$ cat config.mk
export PLATFORM = sky130hd
export DESIGN_NAME = conn_setup_issuer
export DESIGN_NICKNAME = d
export VERILOG_FILES = /design/src/rtl/conn_setup_issuer_pkg.sv /design/src/rtl/conn_setup_issuer_timer.sv /design/src/rtl/conn_setup_issuer.sv
export SDC_FILE = /design/constraint.sdc
export NUM_CORES = 1
export LEC_CHECK = 0
export ABC_AREA = 1
export BUFFER_PORTS_ARGS = -buffer_cell sky130_fd_sc_hd__buf_2
export CORE_AREA = 2 2 127 129
export DETAILED_ROUTE_END_ITERATION = 10
export DIE_AREA = 0 0 129 131
export PLACE_DENSITY = 0.79
export SETUP_SLACK_MARGIN = 0.15
export SLEW_MARGIN = 20
export SYNTH_ARGS = -nofsm -noshare
export SYNTH_HDL_FRONTEND = slang
export SYNTH_SLANG_ARGS = --single-unit
export TNS_END_PERCENT = 20
$ cat constraint.sdc
create_clock -name clk -period 2.1 [get_ports clk]
set_input_delay 0.525 -clock clk [delete_from_list [all_inputs] [get_ports clk]]
set_output_delay 0.525 -clock clk [all_outputs]
set_load 0.01 [all_outputs]
$ cat src/rtl/conn_setup_issuer_pkg.sv
// NIC connection-setup definitions shared between the host-side issuer and
// the rpc block's setup parser. Frame, command and status layouts match the
// rpc block; ConnSetupReq and the completion codes belong to the issuer.
package nic_defs;

   // Setup-parser command codes; 0 is the idle/no-command value.
   typedef enum logic [2:0] {
      setUpNone         = 3'd0,
      setUpConnId       = 3'd1,
      setUpOpen         = 3'd2,
      setUpDestIPv4     = 3'd3,
      setUpDestPort     = 3'd4,
      setUpClientFlowId = 3'd5,
      setUpEnable       = 3'd6
   } ConnSetupCmd;

   typedef struct packed {
      ConnSetupCmd cmd;
      logic [31:0] data;
   } ConnSetupFrame;

   typedef struct packed {
      logic valid;
      logic error;
   } ConnSetupStatus;

   typedef struct packed {
      logic [31:0] conn_id;
      logic        open;
      logic [31:0] dest_ip;
      logic [15:0] dest_port;
      logic [15:0] client_flow_id;
   } ConnSetupReq;

   typedef enum logic [1:0] {
      CSI_OK      = 2'd0,
      CSI_NIC_ERR = 2'd1,
      CSI_TIMEOUT = 2'd2
   } done_status_t;

   // Shared wait timer width; gap waits are clamped to an 8-bit range.
   localparam int CSI_TMR_W   = 32;
   localparam int CSI_GAP_MAX = 255;

   function automatic ConnSetupFrame mk_frame(input ConnSetupCmd cmd,
                                              input logic [31:0] data);
      ConnSetupFrame f;
      f.cmd  = cmd;
      f.data = data;
      return f;
   endfunction

endpackage

$ cat src/rtl/conn_setup_issuer_timer.sv
// Load/count/expire down-counter. Used for inter-frame gaps and for the
// status timeout; expired is high whenever the count sits at zero.
module conn_setup_timer
   import nic_defs::*;
#(
   parameter int W = CSI_TMR_W
) (
   input  logic         clk,
   input  logic         reset,
   input  logic         load,
   input  logic [W-1:0] load_val,
   input  logic         en,
   output logic         expired
);

   logic [W-1:0] cnt;

   // Load has priority; counting stops at zero.
   always_ff @(posedge clk) begin
      if (reset)
         cnt <= '0;
      else if (load)
         cnt <= load_val;
      else if (en && cnt != '0)
         cnt <= cnt - 1'b1;
   end

   assign expired = (cnt == '0);

endmodule

$ cat src/rtl/conn_setup_issuer.sv
// Host-side connection-setup initiator. Turns one open/close request into
// the ordered ConnSetupFrame sequence, waits for ConnSetupStatus and emits a
// single completion (OK / NIC_ERROR / TIMEOUT).
// Optional: define CONN_SETUP_RETRY_EN to resend the whole sequence after a
// timeout, up to MAX_RETRIES extra attempts.
module conn_setup_issuer
   import nic_defs::*;
#(
   parameter int NIC_ID         = 0,
   parameter int TIMEOUT_CYCLES = 1024,
   parameter int FRAME_GAP      = 0,
   parameter int MAX_RETRIES    = 2
) (
   input  logic           clk,
   input  logic           reset,
   input  logic           req_valid,
   output logic           req_ready,
   input  ConnSetupReq    req_in,
   output logic           conn_setup_en_out,
   output ConnSetupFrame  conn_setup_frame_out,
   input  ConnSetupStatus conn_setup_status_in,
   output logic           done_valid,
   output logic [31:0]    done_conn_id,
   output logic [1:0]     done_status,
   output logic           busy
);

   // A zero-cycle timeout cannot be expressed by the wait state.
   if (TIMEOUT_CYCLES < 1 || MAX_RETRIES < 0 || FRAME_GAP < 0) begin : g_cfg_err
      $error("conn_setup_issuer[%0d]: bad parameters (TIMEOUT_CYCLES >= 1 required)", NIC_ID);
   end

   localparam int GAP_SAT = (FRAME_GAP > CSI_GAP_MAX) ? CSI_GAP_MAX : FRAME_GAP;
   // Timer is loaded with N-1 so it spends exactly N cycles before expiring.
   localparam logic [CSI_TMR_W-1:0] GAP_LOAD = CSI_TMR_W'(GAP_SAT - 1);
   localparam logic [CSI_TMR_W-1:0] TO_LOAD  = CSI_TMR_W'(TIMEOUT_CYCLES - 1);

   typedef enum logic [3:0] {
      S_IDLE, S_CONN_ID, S_OPEN, S_DEST_IP, S_DEST_PORT, S_FLOW_ID,
      S_ENABLE, S_GAP, S_WAIT_STATUS, S_RESP
   } state_t;

   state_t         state, state_d, gap_ret, gap_ret_d, frame_nxt;
   ConnSetupReq    req_q;
   ConnSetupFrame  frame_q, frame_d;
   logic           en_q, en_d;
   logic           done_q, done_d;
   logic [31:0]    done_id_q;
   done_status_t   done_st_q, done_st_d;
   logic           accept;
   logic           tmr_load, tmr_en, tmr_expired;
   logic [CSI_TMR_W-1:0] tmr_val;
`ifdef CONN_SETUP_RETRY_EN
   localparam logic [7:0] RETRY_LIM = 8'(MAX_RETRIES);
   logic [7:0] retry_cnt;
   logic       retry_inc;
`endif

   conn_setup_timer #(.W(CSI_TMR_W)) u_timer (
      .clk      (clk),
      .reset    (reset),
      .load     (tmr_load),
      .load_val (tmr_val),
      .en       (tmr_en),
      .expired  (tmr_expired)
   );

   assign tmr_en = (state == S_GAP) || (state == S_WAIT_STATUS);

   // State register.
   always_ff @(posedge clk) begin
      if (reset)
         state <= S_IDLE;
      else
         state <= state_d;
   end

   // Next state, frame contents, timer loads and completion decode.
   always_comb begin
      state_d   = state;
      gap_ret_d = gap_ret;
      frame_nxt = S_IDLE;
      en_d      = 1'b0;
      frame_d   = '0;
      done_d    = 1'b0;
      done_st_d = CSI_OK;
      tmr_load  = 1'b0;
      tmr_val   = '0;
      accept    = 1'b0;
`ifdef CONN_SETUP_RETRY_EN
      retry_inc = 1'b0;
`endif
      case (state)
         S_IDLE: begin
            if (req_valid) begin
               accept  = 1'b1;
               state_d = S_CONN_ID;
            end
         end
         S_CONN_ID: begin
            en_d      = 1'b1;
            frame_d   = mk_frame(setUpConnId, req_q.conn_id);
            frame_nxt = S_OPEN;
         end
         S_OPEN: begin
            en_d      = 1'b1;
            frame_d   = mk_frame(setUpOpen, {31'd0, req_q.open});
            // A close only needs the id and the enable.
            frame_nxt = req_q.open ? S_DEST_IP : S_ENABLE;
         end
         S_DEST_IP: begin
            en_d      = 1'b1;
            frame_d   = mk_frame(setUpDestIPv4, req_q.dest_ip);
            frame_nxt = S_DEST_PORT;
         end
         S_DEST_PORT: begin
            en_d      = 1'b1;
            frame_d   = mk_frame(setUpDestPort, {16'd0, req_q.dest_port});
            frame_nxt = S_FLOW_ID;
         end
         S_FLOW_ID: begin
            en_d      = 1'b1;
            frame_d   = mk_frame(setUpClientFlowId, {16'd0, req_q.client_flow_id});
            frame_nxt = S_ENABLE;
         end
         S_ENABLE: begin
            en_d      = 1'b1;
            frame_d   = mk_frame(setUpEnable, 32'd0);
            frame_nxt = S_WAIT_STATUS;
         end
         S_GAP: begin
            if (tmr_expired)
               state_d = gap_ret;
         end
         S_WAIT_STATUS: begin
            // Status is checked first so it wins over a same-cycle expiry.
            if (conn_setup_status_in.valid) begin
               state_d   = S_RESP;
               done_d    = 1'b1;
               done_st_d = conn_setup_status_in.error ? CSI_NIC_ERR : CSI_OK;
            end else if (tmr_expired) begin
`ifdef CONN_SETUP_RETRY_EN
               if (retry_cnt < RETRY_LIM) begin
                  retry_inc = 1'b1;
                  state_d   = S_CONN_ID;
               end else begin
                  state_d   = S_RESP;
                  done_d    = 1'b1;
                  done_st_d = CSI_TIMEOUT;
               end
`else
               state_d   = S_RESP;
               done_d    = 1'b1;
               done_st_d = CSI_TIMEOUT;
`endif
            end
         end
         S_RESP: state_d = S_IDLE;
         default: state_d = S_IDLE;
      endcase

      // Every frame state leaves after one cycle: straight on, via the gap
      // state, or into the status wait (no gap after the enable frame).
      if (en_d) begin
         if (frame_nxt == S_WAIT_STATUS) begin
            state_d  = S_WAIT_STATUS;
            tmr_load = 1'b1;
            tmr_val  = TO_LOAD;
         end else if (GAP_SAT > 0) begin
            state_d   = S_GAP;
            gap_ret_d = frame_nxt;
            tmr_load  = 1'b1;
            tmr_val   = GAP_LOAD;
         end else begin
            state_d = frame_nxt;
         end
      end
   end

   // Request latch, registered frame/done outputs and gap return state.
   always_ff @(posedge clk) begin
      if (reset) begin
         req_q     <= '0;
         gap_ret   <= S_IDLE;
         frame_q   <= '0;
         en_q      <= 1'b0;
         done_q    <= 1'b0;
         done_id_q <= '0;
         done_st_q <= CSI_OK;
      end else begin
         if (accept)
            req_q <= req_in;
         gap_ret <= gap_ret_d;
         frame_q <= frame_d;
         en_q    <= en_d;
         done_q  <= done_d;
         if (done_d) begin
            done_id_q <= req_q.conn_id;
            done_st_q <= done_st_d;
         end
      end
   end

`ifdef CONN_SETUP_RETRY_EN
   // Attempt counter, restarted with every accepted request.
   always_ff @(posedge clk) begin
      if (reset || accept)
         retry_cnt <= '0;
      else if (retry_inc)
         retry_cnt <= retry_cnt + 1'b1;
   end
`endif

   assign req_ready            = (state == S_IDLE);
   assign busy                 = (state != S_IDLE);
   assign conn_setup_en_out    = en_q;
   assign conn_setup_frame_out = frame_q;
   assign done_valid           = done_q;
   assign done_conn_id         = done_id_q;
   assign done_status          = done_st_q;

endmodule

==> summary.txt <==
Run status
  • Status: finished clean

Finish
  • Commonest non-fill, non-tap cell in the layout: dfxtp_1
  • Most frequent cells in the layout: dfxtp_1 (199), nand2_1 (191), buf_2 (173), nor2_1 (142), a21oi_1 (138)
  • Area growth syn-to-layout: 24.6%
  • Antenna diode instance count: 0
  • Fin nets: 1,378
  • Share of cells above drive strength 1: 24.9%
  • # fillers: 1,332

Synth
  • Ys async rst share: 0%
  • Gate Count Post-Synth: 1,104
  • Net Count, Synth: 1,207
  • Unique cell type count in the Yosys netlist: 38
  • Ys Warns: 0
  • Sequential area share after synthesis: 48.7%
  • Synthesized area: 8380 um2
  • Leading register cell type out of synthesis: dfxtp_1
  • Seq cells post-synth: 204
  • Number of enable flip-flop cells after synthesis: 0
  • Avg Cell Area, Syn: 7.59 um2

Clock tree
  • Worst-Skew Late Latency: 510 ps
  • Clock Sinks: 204
  • CTS Buffer Depth: 3
  • CTS Buf Count: 22
  • H-Tree Depth: 1
  • Clock root buffer: clkbuf_16
  • CTS clk-pin slew, worst paths: 60 ps
  • CTS tree: built

Route
  • Final WL: 23,400 um
  • Via count: 8,234
  • Vias per cell: 5.47
  • Remaining antenna violation count: 0
  • WL/cell: 15.5 um
  • Drt pass-1 iters: 8
  • Iter 0 DRT Violations: 616
  • DRC Markers: 0

Worst setup path
  • Reg-to-reg slack, setup: 210 ps
  • Reg2reg path depth: 12
  • RR Startpoint: u_timer.cnt[0]
  • Critical Path End: req_ready
  • Critical Path Fanout Max: 3
  • Critical Path RT: 1570 ps
  • Arrival @ worst endpoint: 1390 ps
  • CP Class: reg2out
  • End of the worst register-to-register path: state[0]
  • Critical path launch point type: flop
  • Crit. Startpoint: state[3]
  • Worst setup EP type: output pin

Timing
  • Period utilisation layout: 91.3%
  • TNS Setup: 0 ps
  • Count of final setup violators: 0
  • Crit path time final: 1920 ps
  • Unrepaired setup endpoints after global routing: yes
  • Worst-Margin Slew: 961 ps
  • Max_slew headroom: 36.0%
  • Clock Skews: 16.5 ps
  • Max-slew violations: 0
  • Fin. Hold Viols: 0
  • Highest clock rate: 0.522 GHz

Placed design
  • IO Port Bufs: 174
  • GPL Wtd Cong: 0.927
  • Dpl hpwl: 15,500 um

Power and ir drop
  • Power, Total: 14,000 uW
  • Pleak: 0.00455 uW
  • Pwr per Cell Area: 1340 nW/um2
  • Max VDD drop: 0.769 mV

Global routing
  • First-pass GRT wire length: 36,500 um
  • Vias in the first global route: 7,645
  • Total track usage: 26.9%
  • Grt total ovfl: 0
  • Initial antenna violation count: 0
  • Largest net degree at the start of global routing: 113

Floorplanning
  • Io pins: 175
  • Chip height: 131 um
  • Chip width: 129 um
  • Die area: 16,900 um2
  • Initial Util: 53.7%
  • Core ar.: 15,600 um2
  • Row count: 46

Hold path
  • HP Class: in2reg

Flow run
  • Max-cap violations: 0
-- layer usage --
layer	up-vias	routed length (um)	global-route usage, %
li1	4020	-	-
met1	3837	9220	32.0
met2	320	11500	47.0
met3	57	1900	6.88
met4	0	729	10.3
met5	-	0	0
-- where the power goes --
part	total [uW]	switching [uW]	leakage (uW)	internal, uW
Clock	3830	1560	0.000364	2270
Combinational	5160	3290	0.00252	1870
Sequential	4990	386	0.00166	4600
Total	14000	5230	0.00455	8750
-- stage by stage --
stage               cell area [um2]  hold WS (ps)  cells  setup slack [ps]  util (%)
global route                  10400           286   1506               118      66.9
detailed placement             9520           445   1454               103      61.0
CTS                           10300           275   1499              92.1      66.1
finish                        10400           283   1506               183      66.9
floorplan                      8380           430   1104               369         -
global placement               9520           439   1454               173      61.0
-- critical path, cell delays in order (launching register included) --
cell	delay, ps
dfxtp_2	340
nor2_4	120
inv_2	50
nor2_4	120
buf_4	130
buf_2	120
-- synth_stat cells (all sizes together) (7+ instances only) --
cell	instances	area share (%)
o21ai	74	4.6
o22ai	16	1.2
dfxtp	204	49
nand3	80	4.8
a21oi	148	9.3
nor2	166	8.6
a221oi	15	1.6
nand2	206	9.7
or2	7	0.52
buf	25	1.8
clkbuf	42	1.9
nand4	19	1.4
inv	71	3.2
-- kinds of logic after synthesis --
logic type	share of synthesized area [%]
fa+ha+maj	0.149
flops	48.7
buf+inv	6.93
compound gates	17.5
simple gates	26.2
xor+xnor	0.523
-- sequential cells by signal, summed over array words and instances, names as in the netlist --
register and count:
done_status 2, done_conn_id 32, conn_setup_en_out 1, done_valid 1, conn_setup_frame_out 35, state 4, req_q 97, u_timer.cnt 32
-- timing repair --
item	4_1_cts	5_1_grt
setup buffers	6	7
endpoints found under the setup margin	42	33
pin swaps	3	8
hold buffers	0	0
resized for setup	8	20
-- worst min path at each step --
stage	startpoint	endpoint	slack [ps]	cells after the start
floorplan	req_q[20]	req_q[20]	430	2
global placement	req_q[29]	req_q[29]	440	2
detailed placement	req_q[29]	req_q[29]	440	2
CTS	req_in[6]	req_q[6]	280	3
global route	req_in[81]	req_q[81]	290	3
finish	req_in[6]	req_q[6]	280	3
-- cell type report --
cell class | instances | area [um2] | share of cell area [%]
sequential | 204 | 4090 | 39.2
multi-input combinational | 761 | 3790 | 36.3
timing repair buffer | 214 | 1290 | 12.3
clock buffer | 31 | 644 | 6.17
inverter | 72 | 274 | 2.63
tap | 216 | 270 | 2.59
clock inverter | 8 | 82.6 | 0.791
No activity file was read; power rests on OpenSTA's default activity.
